==> config.mk <==
export PLATFORM = sky130hd
export DESIGN_NAME = sar_ctrl_n
export DESIGN_NICKNAME = d
export VERILOG_FILES = /design/src/rtl/sar_pkg.sv /design/src/rtl/sar_cmp_sync.sv /design/src/rtl/sar_ctrl_n.sv
export SDC_FILE = /design/constraint.sdc
export NUM_CORES = 1
export LEC_CHECK = 0
export ABC_AREA = 1
export CAP_MARGIN = 20
export CORE_ASPECT_RATIO = 1.75
export CORE_UTILIZATION = 34
export CTS_CLUSTER_DIAMETER = 40
export DETAILED_ROUTE_END_ITERATION = 6
export PLACE_DENSITY = 0.58
export SLEW_MARGIN = 5
export SYNTH_ARGS = -nofsm -noshare
export SYNTH_HDL_FRONTEND = slang
export SYNTH_SLANG_ARGS = --single-unit
==> constraint.sdc <==
create_clock -name clk -period 3.75 [get_ports clk]
set_clock_uncertainty 0.2 [all_clocks]
set_input_delay 0.9375 -clock clk [delete_from_list [all_inputs] [get_ports clk]]
set_output_delay 0.9375 -clock clk [all_outputs]
set_load 0.1 [all_outputs]
==> src/rtl/sar_pkg.sv <==
// sar_pkg -- shared definitions for the SAR conversion controller.
//   sar_state_e : controller state encoding (IDLE, SAMPLE, CONV, DONE)
//   DIV_MIN     : smallest legal clk-cycles-per-bit-period
//   NBITS_MIN / NBITS_MAX : legal conversion resolution range
//   max2()      : constant helper for sizing counters
package sar_pkg;

  localparam int DIV_MIN   = 4;
  localparam int NBITS_MIN = 2;
  localparam int NBITS_MAX = 16;

  typedef enum logic [1:0] {
    ST_IDLE,
    ST_SAMPLE,
    ST_CONV,
    ST_DONE
  } sar_state_e;

  function automatic int max2(input int a, input int b);
    return (a > b) ? a : b;
  endfunction

endpackage

==> src/rtl/sar_cmp_sync.sv <==
// sar_cmp_sync -- brings the asynchronous comparator outputs into the clk
// domain and forms the keep/clear decision for the current trial bit.
//   clk, rst : clock and synchronous active-high reset
//   vcp, vcn : raw comparator outputs (asynchronous)
//   keep     : 1 when the synchronised comparator says vin >= trial code
module sar_cmp_sync (
  input  logic clk,
  input  logic rst,
  input  logic vcp,
  input  logic vcn,
  output logic keep
);

  logic [1:0] sync_p;
  logic [1:0] sync_n;

  // NOTE: non-blocking assignments so each flop samples the previous stage's
  // old value; blocking here would collapse the two stages into one.
  always_ff @(posedge clk) begin
    if (rst) begin
      sync_p <= '0;
      sync_n <= '0;
    end else begin
      sync_p <= {sync_p[0], vcp};
      sync_n <= {sync_n[0], vcn};
    end
  end

  // Only a clean vcp=1/vcn=0 keeps the bit; an unresolved comparator
  // (both equal) is treated as "below" so the code errs low.
  assign keep = sync_p[1] & ~sync_n[1];

endmodule

==> src/rtl/sar_ctrl_n.sv <==
// sar_ctrl_n -- successive-approximation ADC controller.
//   Parameters: NBITS (resolution), DIV (clk cycles per bit period, even),
//               SAMP_CYC (sampling phase length in bit periods).
//   Inputs : clk, rst (sync, active-high), en, mode (0 single / 1 continuous),
//            start (single-shot trigger), vcp/vcn (async comparator).
//   Outputs: samp (sampling switch), clk_comp (comparator strobe),
//            dac_ctrl (trial code), dout (last result), dout_valid (1-cycle
//            pulse on dout update), busy, overrun (sticky dropped start).
module sar_ctrl_n
  import sar_pkg::*;
#(
  parameter int NBITS    = 8,
  parameter int DIV      = 4,
  parameter int SAMP_CYC = 4
) (
  input  logic             clk,
  input  logic             rst,
  input  logic             en,
  input  logic             mode,
  input  logic             start,
  input  logic             vcp,
  input  logic             vcn,
  output logic             samp,
  output logic             clk_comp,
  output logic [NBITS-1:0] dac_ctrl,
  output logic [NBITS-1:0] dout,
  output logic             dout_valid,
  output logic             busy,
  output logic             overrun
);

  if (NBITS < NBITS_MIN || NBITS > NBITS_MAX) begin : g_bad_nbits
    $error("sar_ctrl_n: NBITS out of range");
  end
  if (DIV < DIV_MIN || (DIV % 2) != 0) begin : g_bad_div
    $error("sar_ctrl_n: DIV must be even and >= DIV_MIN");
  end
  if (SAMP_CYC < 1) begin : g_bad_samp
    $error("sar_ctrl_n: SAMP_CYC must be >= 1");
  end

  localparam int CW = $clog2(DIV);
  localparam int PW = $clog2(max2(SAMP_CYC, NBITS));
  localparam int IW = $clog2(NBITS);

  localparam logic [CW-1:0]    CNT_LAST  = CW'(DIV - 1);
  localparam logic [CW-1:0]    CNT_HALF  = CW'(DIV / 2);
  localparam logic [PW-1:0]    SAMP_LAST = PW'(SAMP_CYC - 1);
  localparam logic [PW-1:0]    CONV_LAST = PW'(NBITS - 1);
  localparam logic [NBITS-1:0] MIDSCALE  = {1'b1, {(NBITS-1){1'b0}}};

  sar_state_e       state;
  sar_state_e       state_nxt;
  logic [CW-1:0]    cnt;       // position inside the current bit period
  logic [PW-1:0]    per_cnt;   // bit periods elapsed in SAMPLE / CONV
  logic [IW-1:0]    bit_idx;   // trial bit under decision in CONV
  logic [NBITS-1:0] dac_dec;   // trial code after this period's decision
  logic             keep;
  logic             period_end;

  sar_cmp_sync u_cmp_sync (
    .clk  (clk),
    .rst  (rst),
    .vcp  (vcp),
    .vcn  (vcn),
    .keep (keep)
  );

  assign period_end = (cnt == CNT_LAST);

  // NOTE: every variable assigned in an always_comb gets a default first,
  // so no path leaves it unassigned and no latch is inferred.
  always_comb begin
    state_nxt = state;
    case (state)
      ST_IDLE:   if (en && (mode || start)) state_nxt = ST_SAMPLE;
      ST_SAMPLE: if (!en) state_nxt = ST_IDLE;
                 else if (period_end && per_cnt == SAMP_LAST) state_nxt = ST_CONV;
      ST_CONV:   if (!en) state_nxt = ST_IDLE;
                 else if (period_end && per_cnt == CONV_LAST) state_nxt = ST_DONE;
      ST_DONE:   state_nxt = (en && mode) ? ST_SAMPLE : ST_IDLE;
      default:   state_nxt = ST_IDLE;
    endcase
  end

  // Resolve bit k and raise bit k-1 in the same edge, so the next trial
  // code is on the DAC from the first cycle of the following bit period.
  always_comb begin
    bit_idx          = IW'(NBITS - 1) - IW'(per_cnt);
    dac_dec          = dac_ctrl;
    dac_dec[bit_idx] = keep;
    if (bit_idx != '0) dac_dec[bit_idx - IW'(1)] = 1'b1;
  end

  always_ff @(posedge clk) begin
    if (rst) state <= ST_IDLE;
    else     state <= state_nxt;
  end

  always_ff @(posedge clk) begin
    if (rst) begin
      cnt      <= '0;
      per_cnt  <= '0;
      dac_ctrl <= '0;
      dout     <= '0;
      overrun  <= 1'b0;
    end else begin
      if (start && !mode && state != ST_IDLE) overrun <= 1'b1;

      // Counters restart on every state change so each phase starts aligned.
      if (state_nxt != state || state_nxt == ST_IDLE) begin
        cnt     <= '0;
        per_cnt <= '0;
      end else if (period_end) begin
        cnt     <= '0;
        per_cnt <= per_cnt + 1'b1;
      end else begin
        cnt <= cnt + 1'b1;
      end

      case (state_nxt)
        ST_IDLE:   dac_ctrl <= '0;
        ST_SAMPLE: dac_ctrl <= MIDSCALE;
        default:   if (state == ST_CONV && period_end) dac_ctrl <= dac_dec;
      endcase

      if (state == ST_CONV && state_nxt == ST_DONE) dout <= dac_dec;
    end
  end

  assign samp       = (state == ST_SAMPLE);
  assign busy       = (state != ST_IDLE);
  assign dout_valid = (state == ST_DONE);
  assign clk_comp   = (state == ST_CONV) && (cnt < CNT_HALF);

endmodule
; ---- Word-level counts from Yosys, hierarchy flattened
; Cells that the tools add are included.
[classes]
reduce_logical = 21
n_bitwise = 3
eq_ne = 9
n_lt_le_gt_ge = 5
add_sub_neg = 4
n_mux = 15
[op_table]
columns = operator, n
row1 = two-way mux 8 bit, 2
row2 = case mux 8 bit (2 select lines), 1
row3 = logical AND 1 bit, 11
row4 = two-way mux 2 bit, 5
row5 = bitwise mux 8 bit, 1
row6 = == test 2 bit (second input constant), 4
row7 = less-than comparator 3 x 4 -> 1 bit (second input constant), 2
row8 = bitwise OR 8 bit, 1
row9 = case mux 2 bit (4 select lines), 1
row10 = demux 1 bit (select 3 bit), 2
row11 = greater-or-equal comparator 3 x 1 -> 1 bit (second input constant), 2
row12 = nonzero test 3 bit, 2
row13 = == test 2 x 1 -> 1 bit (second input constant), 2
row14 = zero test 2 bit, 2
row15 = adder 3 x 1 -> 3 bit (second input constant), 1
row16 = == test 3 x 2 -> 1 bit (second input constant), 1
row17 = == test 3 bit (second input constant), 1
row18 = two-way mux 1 bit, 3
row19 = OR reduction 3 bit, 1
row20 = subtractor 3 x 1 -> 3 bit (second input constant), 1
row21 = subtractor 3 bit (first input constant), 1
row22 = adder 2 x 1 -> 2 bit (second input constant), 1
row23 = logical OR 1 bit, 2
row24 = less-than comparator 2 bit (second input constant), 1
row25 = 6 further kinds, 6
[totals]
register_bits = 28

; ---- Logic depth before layout (Yosys ltp)
; Gate-level depths: netlist of the first run.
[logic_depth]
word_depth = 10
depth_mapped = 13
mapped_depth_nobuf = 12

; ---- Cells and area by module
; A second synthesis of the first run with hierarchy kept.
[unflattened]
cells_unflattened = 205
hier_area_um2 = 1457.6
[by_module_without_submodules]
columns = mod, n_inst, cells_each, area_each_um2
row1 = sar_ctrl_n, 1, 191, 1340.0
row2 = sar_cmp_sync, 1, 14, 117.6

; ---- Worst setup path after synthesis of the first run
; No wires, ideal clock.
[synth_timing]
path_type = reg-to-output
startpoint = reg state[1]
endpoint = out clk_comp
t_arrival_ps = 2529
path_stages_with_launch = 3
n_path_buf = 0
slack_ps = 84
required_ps = 2612
cell_sequence = dfxtp_1 inv_2 nor3_1
[synth_between]
elab_chain_cells = 2
[synth_rtl]
columns = item, line
row1 = from (decl), sar_ctrl_n.sv:52  ; sar_state_e state;
row2 = from (signal assigned), sar_ctrl_n.sv:97  ; else state <= state_nxt;
row3 = == test 2 bit, sar_ctrl_n.sv:134  ; assign clk_comp = (state == ST_CONV) && (cnt < CNT_HALF);
row4 = logical AND 1 bit, sar_ctrl_n.sv:134
row5 = to (decl), sar_ctrl_n.sv:24  ; output logic clk_comp,
; No other way between the ends.

; ---- Worst setup path in the final report of the first run
[layout_timing]
startpoint = reg state[0]
endpoint = out busy
[layout_between]
elab_chain_cells = 1
[layout_rtl]
columns = item, line
row1 = nonzero test 2 bit, sar_ctrl_n.sv:132  ; assign busy = (state != ST_IDLE);
row2 = to (decl), sar_ctrl_n.sv:28  ; output logic busy,
; No other way between the ends.

==> results of run 1 <==
==> where the power goes <==
| part | internal [uW] | total, uW | switching (uW) |
|---|---|---|---|
| combinational | 17.9 | 62.2 | 44.2 |
| clock | 143 | 238 | 94.8 |
| sequential | 303 | 308 | 4.98 |
| total | 464 | 608 | 144 |
==> metal layers <==
layer,GRT usage,vias up
met5,0,-
met4,0.08354,0
li1,-,711
met1,0.1833,609
met2,0.2574,25
met3,0.01546,6
==> through the flow <==
step | cell area (sq um) | util
2_1_floorplan | 1460 | -
3_3_place_gp | 1702 | 0.4139
3_5_place_dp | 1702 | 0.4139
4_1_cts | 1773 | 0.4312
5_1_grt | 1773 | 0.4312
6_report | 1773 | 0.4312
==> area by class of cell <==
type	instances	area [sq um]
Sequential cell	28	560.5
Clock buffer	3	41.29
Timing Repair Buffer	28	225.2
Clock inverter	1	30.03
Tap cell	49	61.31
Inverter	33	123.9
Multi-Input combinational cell	143	730.7
Fill cell	471	2338
==> flip-flops by register name (all words and copies together), names as in the netlist <==
signal             cells
cnt                    2
dac_ctrl               8
dout                   8
overrun                1
per_cnt                3
state                  2
u_cmp_sync.sync_n      2
u_cmp_sync.sync_p      2
==> worst paths after layout <==
path / start / end / slack [ns] / cells after the start
max reg2reg: per_cnt[0] / per_cnt[1] / 1.50 / 11
min: u_cmp_sync.sync_p[0] / u_cmp_sync.sync_p[1] / 0.21 / 2
max: state[0] / busy / 1.25 / 3
min reg2reg: u_cmp_sync.sync_p[0] / u_cmp_sync.sync_p[1] / 0.21 / 2
==> cell usage after synthesis <==
| cell | count |
|---|---|
| ha_1 | 5 |
| buf_6 | 1 |
| o21ai_0 | 11 |
| buf_4 | 2 |
| or2_1 | 1 |
| nor3b_1 | 1 |
| nand2b_1 | 4 |
| clkbuf_1 | 1 |
| a21oi_4 | 1 |
| buf_2 | 3 |
| o31ai_1 | 1 |
| inv_2 | 5 |
| nor2_1 | 30 |
| nand3_2 | 1 |
| o211ai_1 | 7 |
| a21oi_1 | 14 |
| or2b_1 | 1 |
| dfxtp_1 | 28 |
| nand4_1 | 1 |
| nor3_1 | 1 |
| nand2_2 | 3 |
| nor2_4 | 2 |
| nand2_1 | 44 |
| nand3_1 | 13 |
| inv_1 | 28 |
| a31oi_1 | 1 |
| xnor2_1 | 1 |
==> cells by family (layout without fill, tap and decap cells) <==
group | after synthesis | count (layout) | share of synthesized area
adder cells (fa/ha/maj) | 5 | 5 | 0.04284
flip-flops | 28 | 28 | 0.3839
XOR/XNOR | 1 | 1 | 0.005999
buffers and inverters | 40 | 65 | 0.1157
AND/OR/NAND/NOR | 102 | 102 | 0.3093
AO/OA/AOI/OAI | 35 | 35 | 0.1423
==> critical path, cell delays in order (launching register included) <==
cell and delay [ns]:
dfxtp_1 0.55, nor2_1 0.16, inv_1 0.09, buf_4 0.28
==> results.json, run 1 <==
{
  "cts_hold_buffers": 0,
  "finalNetCount": 249,
  "start_kind": "flip-flop",
  "hold_path_class": "reg2reg",
  "core_sq_um": 4111,
  "worstMarginPinSlew_ns": 0.5985,
  "gr-total-overflow": 0,
  "finalCritPeriodShare": 0.6667,
  "n_antenna_cell": 0,
  "pre_cts_ws_ns": 0.9657,
  "htreeDepth": 1,
  "vias": 1351,
  "drive_gt1_frac": 0.1610,
  "drt_iter0_markers": 35,
  "grt_setup_unrepaired": "no",
  "power_uw": 607.6,
  "cts-root-buf": "clkbuf_8",
  "gp_congestion": 0.8695,
  "grt_pass1_vias": 1235,
  "avgSynthCellArea_sq_um": 6.920,
  "drcViolationCount": 0,
  "worst_slack_ns": 1.250,
  "final_common_cell": "nand2_1",
  "synth_cells": 211,
  "die_y_um": 88.69,
  "grt_usage": 0.1517,
  "met1Wirelength_um": 1395,
  "critPathRequiredTime_ns": 2.61,
  "dp_cells": 281,
  "start_util": 0.3551,
  "routed.top_layer": "met4",
  "critical_path_class": "reg2out",
  "final_cell_mix": "44 x nand2_1, 30 x nor2_1, 28 x inv_1, 28 x dfxtp_1, 22 x buf_4",
  "slew_headroom": 0.5995,
  "wl_um": 3208,
  "fin_setup_tns_ns": 0,
  "ios": 28,
  "synth_seq_cells": 28,
  "synth_area_leaders": "dfxtp_1 38%, nand2_1 11%, nor2_1 7.7%, inv_1 7.2%, a21oi_1 4.8%",
  "cts.repair.resized": 0,
  "antenna_found_initial": 0,
  "wl_per_cell_um": 11.26,
  "row_count": 31,
  "status": "completed",
  "yosysTopAreaCellShare": 0.3839,
  "syn_area_sq_um": 1460,
  "cap_violations": 0,
  "synthToLayoutAreaGrowth_pct": 21.42,
  "cts_buffers": 3,
  "grt_max_degree": 18,
  "synthDistinctLibCells": 27,
  "clock_latency_ns": 0.27,
  "instances_no_fill": 285,
  "port_buffers": 27,
  "cts_setup_buffers": 0,
  "setup_violations": 0,
  "dieArea_sq_um": 4571,
  "cts_sinks": 28,
  "fmax_mhz": 400.0,
  "ys_warn_count": 0,
  "dr_wl_met2_um": 1637,
  "fin_crit_ns": 2.500,
  "dpl.hpwl_um": 2427,
  "power.leakage_uw": 0.0008166,
  "grt_first_pass_wirelength_um": 5257,
  "dr_wl_met3_um": 82,
  "clkSlewWorstSetupHoldPaths_ns": 0.10,
  "final_hold_viol_count": 0,
  "synth_top_area_cell": "dfxtp_1",
  "slew_violations": 0,
  "cp-end-kind": "output pin",
  "ant_nets": 0,
  "cts_tree": "done",
  "first_pass_iters": 4,
  "viasPerCell": 4.740,
  "power_density_nw_per_um2": 342.7,
  "path_max_fanout": 9,
  "fin_hold_ws_ns": 0.2105,
  "die_w_um": 51.54,
  "synth.yosys.seq_area_share": 0.3839,
  "cts_buffer_depth": 2,
  "ir_worst_vdd_mv": 0.2652,
  "syn-num-nets": 223,
  "cp.arrival_ns": 1.36
}
No activity file was read; power rests on OpenSTA's default activity.
==> inputs of run 2 (changes only) <==
- PLACE_DENSITY: 0.58 -> 0.6
- clock period: 3.75 -> 2.1 ns (I/O delays scaled with it)
==> results.json, run 2 (same netlist as run 1, synthesis figures left out) <==
{
  "power.switching_uw": 264.9,
  "dpl.hpwl_um": 2651,
  "drive_gt1_frac": 0.2137,
  "clock_latency_ns": 0.28,
  "hp-start": "u_cmp_sync.sync_p[0]",
  "antenna_found_initial": 0,
  "cp.arrival_ns": 1.29,
  "cts_sinks": 28,
  "cp-end-kind": "output pin",
  "crit_chain": "inv_2 > nor3_4 > buf_12",
  "row_count": 31,
  "setup_violations": 0,
  "fin_hold_ws_ns": 0.2051,
  "cts_buffer_depth": 2,
  "clkSlewWorstSetupHoldPaths_ns": 0.10,
  "final_area_sq_um": 2146,
  "power.leakage_uw": 0.0009370,
  "die_w_um": 51.54,
  "grt_usage": 0.1679,
  "critical_path_class": "reg2out",
  "grt_setup_unrepaired": "no",
  "ios": 28,
  "gr-total-overflow": 0,
  "r2r_slack_ns": 0.22,
  "crit_path_end": "clk_comp",
  "r2r-start": "per_cnt[0]",
  "start_util": 0.3551,
  "core_sq_um": 4111,
  "first_pass_iters": 4,
  "n_antenna_cell": 0,
  "final_hold_viol_count": 0,
  "drcViolationCount": 0,
  "reg_top3": "dac_ctrl: 8 flops, dout: 8 flops, per_cnt: 3 flops",
  "synthToLayoutAreaGrowth_pct": 46.96,
  "grt_max_degree": 17,
  "start_kind": "flip-flop",
  "final_core_util": 0.5219,
  "intPower_uw": 849.9,
  "critPathRequiredTime_ns": 1.37,
  "wl_um": 3351,
  "seqPwrFrac": 0.495,
  "fin_crit_ns": 2.015,
  "final_common_cell": "nand2_1",
  "fmax_mhz": 496.2,
  "dp_cells": 293,
  "viasPerCell": 4.751,
  "instances_no_fill": 297,
  "finalCritPeriodShare": 0.9596,
  "p_sw_frac": 0.2376,
  "power_density_nw_per_um2": 519.5,
  "slew_headroom": 0.7973,
  "cts-root-buf": "clkbuf_8",
  "grt_pass1_vias": 1300,
  "cts_tree": "done",
  "port_buffers": 27,
  "vias": 1411,
  "die_y_um": 88.69,
  "path_max_fanout": 6,
  "r2r_cells": 11,
  "cts_buffers": 3,
  "hold_path_class": "reg2reg",
  "gp_congestion": 0.9246,
  "cts_hold_buffers": 0,
  "cp_slowest_stage_delay_ns": 0.51,
  "postPlaceCellArea_sq_um": 2073,
  "slew_violations": 0,
  "status": "completed",
  "ant_nets": 0,
  "regToRegEndpoint": "per_cnt[1]",
  "slowest_stage": "dfxtp_1",
  "clkPwrFrac": 0.381,
  "worstMarginPinSlew_ns": 0.3029,
  "power.share.combinational": 0.124,
  "cap_violations": 0,
  "finalNetCount": 261,
  "crit_path_start": "state[1]",
  "htreeDepth": 1,
  "final_cell_mix": "44 x nand2_1, 29 x nor2_1, 28 x inv_1",
  "ir_worst_vdd_mv": 0.3879,
  "grt_first_pass_wirelength_um": 5706,
  "drt_iter0_markers": 24,
  "wl_per_cell_um": 11.28,
  "dieArea_sq_um": 4571
}
## run 2: power by group through the flow
stage | clock network [uW] | logic (uW) | registers, uW
finish | 424 | 138 | 552
global route | 462 | 150 | 554
CTS | 438 | 140 | 552
detailed placement | 0 | 139 | 564
global placement | 0 | 138 | 564
floorplan | 0 | 73.7 | 575
## run 2: area by class of cell
type	instances	area, sq um
clock inverter	1	30.03
tap	49	61.31
clock buffer	3	41.29
multi-input combinational	143	749.5
timing repair buffer	40	578.1
fill	437	1966
sequential	28	561.8
inverter	33	123.9
## run 2: stage by stage
| step | power [uW] | setup slack [ns] | TNS, ns |
|---|---|---|---|
| after floorplan | 648.4 | 0.06507 | 0 |
| after global placement | 702.1 | -0.02411 | -0.1348 |
| after detailed placement | 703.3 | -0.07717 | -0.5594 |
| after CTS | 1130 | 0.02369 | 0 |
| after global routing | 1165 | 0.0005902 | 0 |
| final | 1115 | 0.08480 | 0 |
## run 2: worst max-delay path, delay by kind of cell (launching register included)
| family | cells | cell delay [ns] |
|---|---|---|
| DFF | 1 | 0.51 |
| buffers and inverters | 2 | 0.34 |
| and+or+nand+nor | 1 | 0.17 |
## run 2: what timing repair did
item	CTS	global route
resized for setup	0	1
endpoints found under the setup margin	0	4
setup buffers	0	0
## run 2: metal layers
metal	vias up	share of wire	GRT usage
li1	740	-	-
met1	639	0.40	0.1831
met2	27	0.55	0.3140
met3	5	0.025	0.01890
met4	0	0.018	0.07617
met5	-	0	0
## run 2: how the worst min path moves through the flow
stage                            to  slack, ns  cells past startpoint
4_1_cts        u_cmp_sync.sync_p[1]       0.21                      2
5_1_grt        u_cmp_sync.sync_p[1]       0.23                      2
2_1_floorplan  u_cmp_sync.sync_n[1]       0.19                      2
3_3_place_gp   u_cmp_sync.sync_n[1]       0.19                      2
6_report       u_cmp_sync.sync_p[1]       0.21                      2
3_5_place_dp   u_cmp_sync.sync_p[1]       0.20                      2
==> inputs of run 3 (changes only) <==
- CAP_MARGIN: 20 -> default
==> results of run 3 <==
The final DEF is identical to that of run 2; final timing and power are the same.
